===== config.mk =====
export PLATFORM = sky130hd
export DESIGN_NAME = wb_stage
export DESIGN_NICKNAME = d
export VERILOG_FILES = /design/src/rtl/rv32_pkg.sv /design/src/rtl/load_align.sv /design/src/rtl/wb_stage.sv
export SDC_FILE = /design/constraint.sdc
export NUM_CORES = 1
export LEC_CHECK = 0
export BUFFER_PORTS_ARGS = -buffer_cell sky130_fd_sc_hd__buf_2
export CAP_MARGIN = 20
export CORE_MARGIN = 3
export CORE_UTILIZATION = 35
export DETAILED_ROUTE_END_ITERATION = 12
export HOLD_SLACK_MARGIN = 0.02
export MAX_ROUTING_LAYER = met4
export SYNTH_ARGS = -nofsm -noshare
export SYNTH_HDL_FRONTEND = slang
export SYNTH_SLANG_ARGS = --single-unit

===== constraint.sdc =====
create_clock -name clk -period 5.45 [get_ports clk]
set_input_delay 1.09 -clock clk [delete_from_list [all_inputs] [get_ports clk]]
set_output_delay 1.09 -clock clk [all_outputs]
set_load 0.02 [all_outputs]

===== src/rtl/rv32_pkg.sv =====
// Shared rv32 pipeline constants: writeback selectors, load funct3 codes and
// the WB stage state type.
package rv32_pkg;

    localparam int XLEN_DEFAULT = 32;

    localparam logic [1:0] WB_ALU  = 2'd0;
    localparam logic [1:0] WB_LOAD = 2'd1;
    localparam logic [1:0] WB_PC4  = 2'd2;

    localparam logic [2:0] F3_LB  = 3'b000;
    localparam logic [2:0] F3_LH  = 3'b001;
    localparam logic [2:0] F3_LW  = 3'b010;
    localparam logic [2:0] F3_LBU = 3'b100;
    localparam logic [2:0] F3_LHU = 3'b101;

    localparam logic [4:0] REG_X0 = 5'd0;

    typedef enum logic {
        WB_IDLE,
        WB_WAIT
    } wb_state_e;

endpackage


===== src/rtl/load_align.sv =====
// Combinational load alignment: picks the byte/halfword addressed by the low
// address bits out of the raw memory word, extends it, and flags misalignment.
module load_align
    import rv32_pkg::*;
(
    input  logic [XLEN_DEFAULT-1:0] i_word,
    input  logic [2:0]              i_funct3,
    input  logic [1:0]              i_offset,
    output logic [XLEN_DEFAULT-1:0] o_data,
    output logic                    o_misaligned
);

    logic [7:0]  w_byte;
    logic [15:0] w_half;

    always_comb begin
        w_byte       = 8'h00;
        w_half       = 16'h0000;
        o_data       = '0;
        o_misaligned = 1'b0;

        case (i_offset)
            2'd0:    w_byte = i_word[7:0];
            2'd1:    w_byte = i_word[15:8];
            2'd2:    w_byte = i_word[23:16];
            default: w_byte = i_word[31:24];
        endcase
        w_half = i_offset[1] ? i_word[31:16] : i_word[15:0];

        // Unlisted funct3 encodings fall through to word semantics.
        case (i_funct3)
            F3_LB:   o_data = {{24{w_byte[7]}}, w_byte};
            F3_LBU:  o_data = {24'h000000, w_byte};
            F3_LH: begin
                o_data       = {{16{w_half[15]}}, w_half};
                o_misaligned = i_offset[0];
            end
            F3_LHU: begin
                o_data       = {16'h0000, w_half};
                o_misaligned = i_offset[0];
            end
            default: begin
                o_data       = i_word;
                o_misaligned = (i_offset != 2'd0);
            end
        endcase
    end

endmodule


===== src/rtl/wb_stage.sv =====
// MEM/WB pipeline register and writeback stage: holds loads until memory data
// arrives, drives the register file write port, forwarding tap and instret.
module wb_stage
    import rv32_pkg::*;
#(
    parameter int XLEN      = XLEN_DEFAULT,
    parameter int INSTRET_W = 64
) (
    input  logic                 clk,
    input  logic                 rst,
    input  logic                 mem_valid,
    input  logic                 mem_reg_wen,
    input  logic [4:0]           mem_rd,
    input  logic [1:0]           mem_wb_sel,
    input  logic [2:0]           mem_funct3,
    input  logic [XLEN-1:0]      mem_alu_result,
    input  logic [XLEN-1:0]      mem_pc_plus4,
    input  logic [XLEN-1:0]      dmem_rdata,
    input  logic                 dmem_rvalid,
    output logic                 wb_busy,
    output logic                 regWEn,
    output logic [4:0]           addrD,
    output logic [XLEN-1:0]      dataD,
    output logic                 fwd_valid,
    output logic [4:0]           fwd_rd,
    output logic [XLEN-1:0]      fwd_data,
    output logic                 load_misaligned,
    output logic [INSTRET_W-1:0] instret
);

    wb_state_e            r_state;
    logic                 r_valid;
    logic                 r_regWen;
    logic [4:0]           r_rd;
    logic [1:0]           r_wbSel;
    logic [2:0]           r_funct3;
    logic [XLEN-1:0]      r_alu;
    logic [XLEN-1:0]      r_pc4;
    logic [INSTRET_W-1:0] r_instret;

    logic                 w_isLoad;
    logic                 w_busy;
    logic                 w_retire;
    logic                 w_alignMis;
    logic                 w_misaligned;
    logic                 w_wen;
    logic [XLEN-1:0]      w_loadData;
    logic [XLEN-1:0]      w_selData;

    load_align u_align (
        .i_word       (dmem_rdata),
        .i_funct3     (r_funct3),
        .i_offset     (r_alu[1:0]),
        .o_data       (w_loadData),
        .o_misaligned (w_alignMis)
    );

    // A held entry retires as soon as it is not stalled on load data.
    always_comb begin
        w_isLoad     = (r_wbSel == WB_LOAD);
        w_busy       = ((r_state == WB_WAIT) && !dmem_rvalid) ||
                       ((r_state == WB_IDLE) && r_valid && w_isLoad && !dmem_rvalid);
        w_retire     = r_valid && !w_busy;
        w_misaligned = w_retire && w_isLoad && w_alignMis;
        w_wen        = w_retire && r_regWen && (r_rd != REG_X0) && !w_misaligned;

        case (r_wbSel)
            WB_LOAD: w_selData = w_loadData;
            WB_PC4:  w_selData = r_pc4;
            default: w_selData = r_alu;
        endcase
    end

    always_ff @(posedge clk or posedge rst) begin
        if (rst) begin
            r_state   <= WB_IDLE;
            r_valid   <= 1'b0;
            r_regWen  <= 1'b0;
            r_rd      <= '0;
            r_wbSel   <= WB_ALU;
            r_funct3  <= '0;
            r_alu     <= '0;
            r_pc4     <= '0;
            r_instret <= '0;
        end else begin
            r_state <= w_busy ? WB_WAIT : WB_IDLE;
            if (!w_busy) begin
                r_valid  <= mem_valid;
                r_regWen <= mem_reg_wen;
                r_rd     <= mem_rd;
                r_wbSel  <= mem_wb_sel;
                r_funct3 <= mem_funct3;
                r_alu    <= mem_alu_result;
                r_pc4    <= mem_pc_plus4;
            end
            if (w_retire && !w_misaligned)
                r_instret <= r_instret + {{(INSTRET_W-1){1'b0}}, 1'b1};
        end
    end

    assign wb_busy         = w_busy;
    assign regWEn          = w_wen;
    assign addrD           = w_wen ? r_rd : 5'd0;
    assign dataD           = w_wen ? w_selData : '0;
    assign fwd_valid       = w_wen;
    assign fwd_rd          = w_wen ? r_rd : 5'd0;
    assign fwd_data        = w_wen ? w_selData : '0;
    assign load_misaligned = w_misaligned;
    assign instret         = r_instret;

endmodule

==> impl_summary.md, run 1 <==
Logic synthesis
Counting flops with an async set or reset pin after synthesis yields a share of 1.00. The most used standard cell by instance count after synthesis is dfrtp_1. The share of synthesized area in the top cell type comes to 0.475.

The flip-flop cell with the highest count after synthesis is dfrtp_1. In the synthesized netlist, the cells that appear most often are dfrtp_1 (141), mux2_2 (78), a21oi_1 (57), nor2_1 (46), buf_4 (38). The synthesized design contains around 140 register bits. The count of synthesis-stage warnings from yosys is 0. By area the synthesized netlist is led by dfrtp_1 (48%), mux2_2 (12%), a21oi_1 (3.8%). For this run, the register share of the synthesized area comes to 0.475. The number of instances in the synthesized netlist is 705. The cell type contributing the most total cell area after synthesis is dfrtp_1. The synthesized area divided by synthesized cell count is 10.5 µm². The number of nets produced by synthesis is 819. The count of flip-flops with a built-in enable after synthesis is 0. The post-synth design cell area is 7420 µm².

The unique cell type count in the Yosys netlist is 48.

Clock tree
The number of cells upsized or downsized after cts is 0. For the worst-skew pair, the clock arrives at the later sink with an insertion delay of 0.41 ns. Clock tree synthesis selected as its root buffer the cell clkbuf_16. The hold buffer count at CTS is 0. The post-CTS repair timing setup buffer count is 0. The register clock-pin slew on the reported worst setup and hold paths is 0.06 ns.

The maximum clock path buffer count is 2. The TritonCTS clock tree is done. The count of H-tree levels built during CTS is 4. The number of clock sinks is roughly 140. The number of buffers added by the clock tree synthesis step is 17.

Timing
The setup violation total in the final timing report is 0. Across the routed clock network, the largest skew measured is 0.00959 ns. The maximum clock frequency is 224 MHz.

Dividing the final minimum period by the clock period gives 0.818. The relative max-transition margin is 0.306. The hold violation total from the final report is 0. The worst hold margin is around 0.47 ns. The final number of max-transition violations is 0. The final worst setup slack is between 0.9 and 1 ns.

Setup repair after global routing left no endpoint under its margin. Subtracting the final worst setup slack from the clock period gives about 4.5 ns. The sum of negative setup slack is 0 ns.

At the pin with the least slew margin, the transition time is 1.04 ns.

Routing
Summing over every cut layer, the via total after detailed routing is 6128. After the first detailed-routing iteration, the DRC count stood at 373. The number of vias per cell is 5.14. The highest layer touched by signal routing is met4. Before antenna repair, the detailed router went through 4 iterations.

The detailed-routed wire length on met2 is 10.7 mm. The post-route antenna net violation count is 0. The routed wire length on met3 is between 2 and 2.5 mm. The routed design has 22.2 mm of wire. After detailed routing, the average wire length per cell comes to 18.6 µm. The count of unresolved DRC violations after routing is 0. The detailed router put a total of 9.11 mm of wire on met1.

Critical path
The endpoint kind of the worst setup timing path is an output port. The data arrival time of the critical path is 3.37 ns. At the worst endpoint, the required time is 4.36 ns. The sort of element at the start of the critical path is a flop. The critical path class is reg -> out. Of all nets on the critical path, the largest fanout is 26.

Floorplan
The core region area is ~21000 µm². The die is around 150 µm tall. For this configuration, the core starts out at a cell density of 0.361.

The die extent in x is 152 µm. For this design the top-level I/O count stands at around 250. The die covers 23000 µm². The count of standard-cell rows is 52.

Global route
The initial antenna violation count is 2. Entering global routing, the biggest net connects 78 pins. The all-layer global routing usage is 0.195. The first-pass GRT wire length is 33.3 mm. The via count of the first global-routing pass is 5944.

After global routing the overflow that remains totals 0.

Pwr
The maximum vdd drop is 0.198 mV. Summing internal, switching and leakage power gives 2.93 mW. The analysis attributes to cell leakage a power of 4.68 nW. The power per unit of standard cell area is 316 nW/µm².

Finish
The count of nets after finishing is 1022. The final cell utilization of the core is 0.450. The storage element area is 3530 µm².

After filler insertion, the fill cell instance count of the layout stands at 1985. The area growth from synthesis to layout is 24.7%. Summing all multi-input logic gate instances after layout gives approximately 3400 µm². In the final layout, the share of cells above drive strength 1 is 0.418.

Run status
The run finished with clean final reports.

Placement
At the placement stage, the worst setup path has a slack of 1.24 ns. The placed wire-length estimate after detailed placement is 16.9 mm. In this run the tool buffered the top-level ports with 252 buffer cells.

The last weighted congestion value of the routability-driven placer is 0.872.

Run
Across the run, the number of max-cap violations was 0.

Worst hold path
The class of the worst hold path is reg -> reg.
power breakdown:
part / internal, mW / switching, mW / total, mW
Clock: 0.697 / 0.477 / 1.17
Sequential: 1.12 / 0.0690 / 1.19
Combinational: 0.219 / 0.344 / 0.563
Total: 2.04 / 0.890 / 2.93
metrics by stage:
stage | std cells | instance area, µm²
final | 1193 | 9260
after global routing | 1193 | 9260
after CTS | 1191 | 9260
after detailed placement | 1159 | 8660
after global placement | 1159 | 8660
after floorplan | 705 | 7420
worst paths after layout:
kind | from | endpoint | slack, ns | cells past startpoint
min in group asynchronous | rst | r_alu[20] | 0.69 | 2
hold reg to reg | instret[63] | instret[63] | 0.47 | 1
setup reg to reg | r_wbSel[0] | instret[54] | 2.40 | 7
setup / recovery | r_wbSel[0] | fwd_data[5] | 0.99 | 9
max in group asynchronous | rst | instret[7] | 3.73 | 3
hold / removal | instret[63] | instret[63] | 0.47 | 1
area by class of cell:
cell class                      instances  area share
Antenna cell                            2    0.000540
Tap cell                              270      0.0365
Clock inverter                         13      0.0165
Timing Repair Buffer                  259       0.142
Clock buffer                           19      0.0478
Sequential cell                       141       0.381
Multi-Input combinational cell        472       0.368
Inverter                               17     0.00743
worst max-delay path: stages (launching register included):
cell	delay, ns
dfrtp_1	0.40
ha_1	0.47
o21bai_1	0.39
nand4_4	0.22
or2_2	0.45
inv_1	0.15
buf_4	0.29
o21ai_0	0.13
a21oi_1	0.23
buf_2	0.21
logic make-up (layout without fill, tap and decap cells):
logic type / Yosys count / after routing / share of synthesized area
AO/OA/AOI/OAI: 140 / 140 / 0.118
XOR/XNOR: 63 / 63 / 0.0743
adder cells (fa/ha/maj): 3 / 3 / 0.00506
buffers and inverters: 92 / 308 / 0.0662
flip-flops: 141 / 141 / 0.475
multiplexers: 86 / 86 / 0.129
other: 0 / 2 / 0
AND/OR/NAND/NOR: 180 / 180 / 0.132
registers in the layout (all words and copies together) (netlist names):
| signal | flops |
|---|---|
| r_regWen | 1 |
| r_valid | 1 |
| r_alu | 32 |
| r_pc4 | 32 |
| instret | 64 |
| r_funct3 | 3 |
| r_wbSel | 2 |
| r_rd | 5 |
| r_state | 1 |
metal layers:
metal | vias to the layer above | global-route usage
li1 | 2896 | -
met1 | 2982 | 0.234
met2 | 227 | 0.318
met3 | 23 | 0.0640
met4 | 0 | 0.0530
met5 | - | -
layout by cell type (no fill, tap or decap), types with 21 or more instances in the layout:
cell type,count
xor2_1,32
nor2_1,45
dfrtp_1,141
nand3_1,21
mux2_2,78
o21ai_0,36
buf_2,252
nand2_1,33
a21oi_1,57
nor3_1,23
xnor2_1,31
(Power assumes the default switching activity.)
==> run 2: changes to the inputs <==
clock period = 4 ns   (was 5.45 ns; I/O delays follow)
==> run 2 against run 1 <==
Critical path depth up 1. Sequential share of layout area is 0.50 points lower. Via count about the same. Critical endpoint is now fwd_data[6].
==> impl_summary.md, run 2 (same netlist as run 1, synthesis figures left out) <==
Timing
Setup repair after global routing left no endpoint under its margin. The worst setup skew after layout is 0.00876 ns (-0.000831 ns). The hold violation total from the final report came to 0 (unchanged).

The setup violation total in the final timing report is 0 (unchanged). The final critical path time including I/O delays and setup is about 3.7 ns. The final cycle utilization of the critical path is 0.930. The relative max-transition margin is 0.431 (+0.125). The final number of max-transition violations is 0 (unchanged). The sum of negative setup slack is 0 ns (unchanged). The actual slew at the worst max-slew pin was 0.854 ns (-0.188 ns). Based on the critical path, the design can be clocked at up to 269 MHz.

Global route
The global routing usage on met3 is 0.0556 (-0.00833). The global-route layer with the greatest usage is met2. The global routing met1 resource utilization is 0.249 (+0.0153). The first-pass GRT wire length came to 33.6 mm (+0.87%).

The initial antenna violation count is 1 (-1). The maximum number of pins on one net before global-route repair is 78 (unchanged). The via count of the first global-routing pass was 5933 (-0.19%). The all-layer global routing usage is 0.196 (+0.000335). The final global-route overflow total is 0 (unchanged). The global routing usage on met2 is 0.312 (-0.00622).

Worst hold path
The min-delay analysis places its worst path in the category reg -> reg. The startpoint of the lowest-slack hold path is instret[63].

Pwr
The standby leakage power was 4.75 nW (+1.5%). The power per unit of standard cell area is 432 nW/µm² (+37%). The maximum vdd drop is 0.270 mV (+36%).

Critical path
By startpoint and endpoint, the worst setup path is classified as reg -> out. The required time at the worst-slack endpoint came to 3.20 ns (-1.16 ns). The largest driver fanout on the critical path is 21 (-19%).

The data arrival time of the critical path was 2.92 ns (-0.45 ns). Following the worst setup path forward leads to its endpoint at fwd_data[6]. The worst-case reg-to-reg path depth is 9 (+2). The worst setup path is launched from a flop. The register-to-register setup slack is 1.15 ns (-1.25 ns). The endpoint identified for the worst register-to-register timing path is instret[54].

In this run the critical register-to-register path is launched from r_wbSel[0]. The worst setup path is captured at an output port. The most critical setup path has its startpoint at r_wbSel[0].

Floorplan
The die height was 152 µm (unchanged). The I/O pin count was 253 (unchanged). The area of the die is 23000 µm² (unchanged). The effective utilization at floorplan is 0.361 (unchanged). The core region area came to 20600 µm² (unchanged).

The count of standard-cell rows is 52 (unchanged). The die extent in x was 152 µm (unchanged).

Finish
The design area is 9380 µm² (+1.3%). Compared with the post-synthesis result, the final layout area differs by 26.4%. The flip-flop count of the largest register after layout is 64 (unchanged). The fraction of final layout cells with drive strength greater than 1 was 0.424 (+0.00625). The count of nets after finishing came to 1034 (+1.2%).

The top cell types in the final layout, fill and taps aside, are buf_2 (252), dfrtp_1 (141), mux2_2 (78), a21oi_1 (57), nor2_1 (45). Leaving out fill and tap cells, the most frequent cell in the layout is buf_2. The final cell utilization of the core was 0.456 (+0.00596).

Routing
The number of vias after detailed routing came to 6132 (+0.065%). The sum of routed wire length over all layers is 22.4 mm (+0.64%). The routed length per instance is 18.6 µm (-0.11%). The count of TritonRoute iterations in the first routing pass is 4 (unchanged). The count of unresolved DRC violations after routing was 0 (unchanged). The post-route antenna net violation count is 0 (unchanged). The number of vias per cell was 5.10 (-0.68%). The detailed router's first-iteration violation count is 311 (-17%).

Clock tree
The clock latency on the worst-skew pair was 0.41 ns (about the same). The count of H-tree levels built during CTS was 4 (unchanged). The number of buffers added by the clock tree synthesis step is 17 (unchanged). The register clock-pin slew on the reported worst setup and hold paths is 0.06 ns (about the same). The post-CTS repair timing setup buffer count is 0 (unchanged). TritonCTS built the clock tree.

The maximum clock path buffer count is 2 (unchanged). The number of clock sinks is 141 (unchanged). The clock tree root driver cell is clkbuf_16.

Run status
The run finished with clean final reports.

Run
The count of maximum capacitance violations came to 0 (unchanged).

Placement
The placed wire-length estimate after detailed placement is 17.1 mm (+1.3%). The last weighted congestion value of the routability-driven placer is 0.909 (+4.3%). The count of input and output buffers was 252 (unchanged).

The post-place instance area is 8770 µm² (+1.2%).
==> run 2: cell count changes in the layout (fill, tap and decap cells not counted), moves of 2 or more <==
cell       previous run  this run
buf_4                 7        17
buf_12                0         2
bufinv_16             2         4
clkinv_2              0         3
clkinv_4              2         4
inv_6                 7         0
==> run 2: where the power goes <==
group          total, mW  internal, mW  leakage [nW]  switching, mW
clock               1.64          1.04         0.297          0.601
sequential          1.61          1.53          1.73         0.0808
combinational      0.807         0.317          2.72          0.491
total               4.05          2.88          4.75           1.17
==> run 2: critical path, stage by stage (launching register included) <==
cell and delay, ns:
dfrtp_1 0.39, ha_1 0.24, buf_4 0.21, nand3_1 0.19, nand4_4 0.12, or2_2 0.42
clkinvlp_4 0.24, buf_12 0.19, o21ai_0 0.09, a21oi_1 0.20, buf_2 0.20
==> run 2: final cells by class <==
cell class              instances  area [µm²]
diodes                          1        2.50
clock buffers                  19         433
clock inverters                11         170
fillers                      2007       11200
inverters                      17        71.3
multi-input cells             472        3410
flip-flops and latches        141        3530
well taps                     270         338
repair buffers                271        1430
==> run 2: how the worst min path moves through the flow <==
stage                        endpoint  cells after the start
after floorplan             r_alu[11]                      1
final                     instret[63]                      1
after global routing        r_alu[25]                      1
after global placement    instret[63]                      1
after CTS                 instret[63]                      1
after detailed placement  instret[63]                      1
==> run 2: layer usage <==
metal | share of wire | vias up
li1 | - | 2911
met1 | 0.43 | 2976
met2 | 0.48 | 230
met3 | 0.080 | 15
met4 | 0.012 | 0
met5 | 0 | -
==> run 2: stage by stage <==
| stage | hold WS [ns] | power [mW] | std cells | setup WS [ns] |
|---|---|---|---|---|
| after floorplan | 0.474 | 2.17 | 705 | 0.560 |
| after global placement | 0.465 | 2.43 | 1170 | 0.359 |
| after detailed placement | 0.460 | 2.44 | 1170 | 0.269 |
| after CTS | 0.478 | 4.10 | 1200 | 0.0951 |
| after global routing | 0.511 | 4.26 | 1202 | 0.0637 |
| final | 0.477 | 4.05 | 1202 | 0.281 |
==> run 2: what timing repair did <==
item	in CTS	in global routing
hold buffers	0	0
gates resized for setup	0	1
endpoints found under the setup margin	0	6
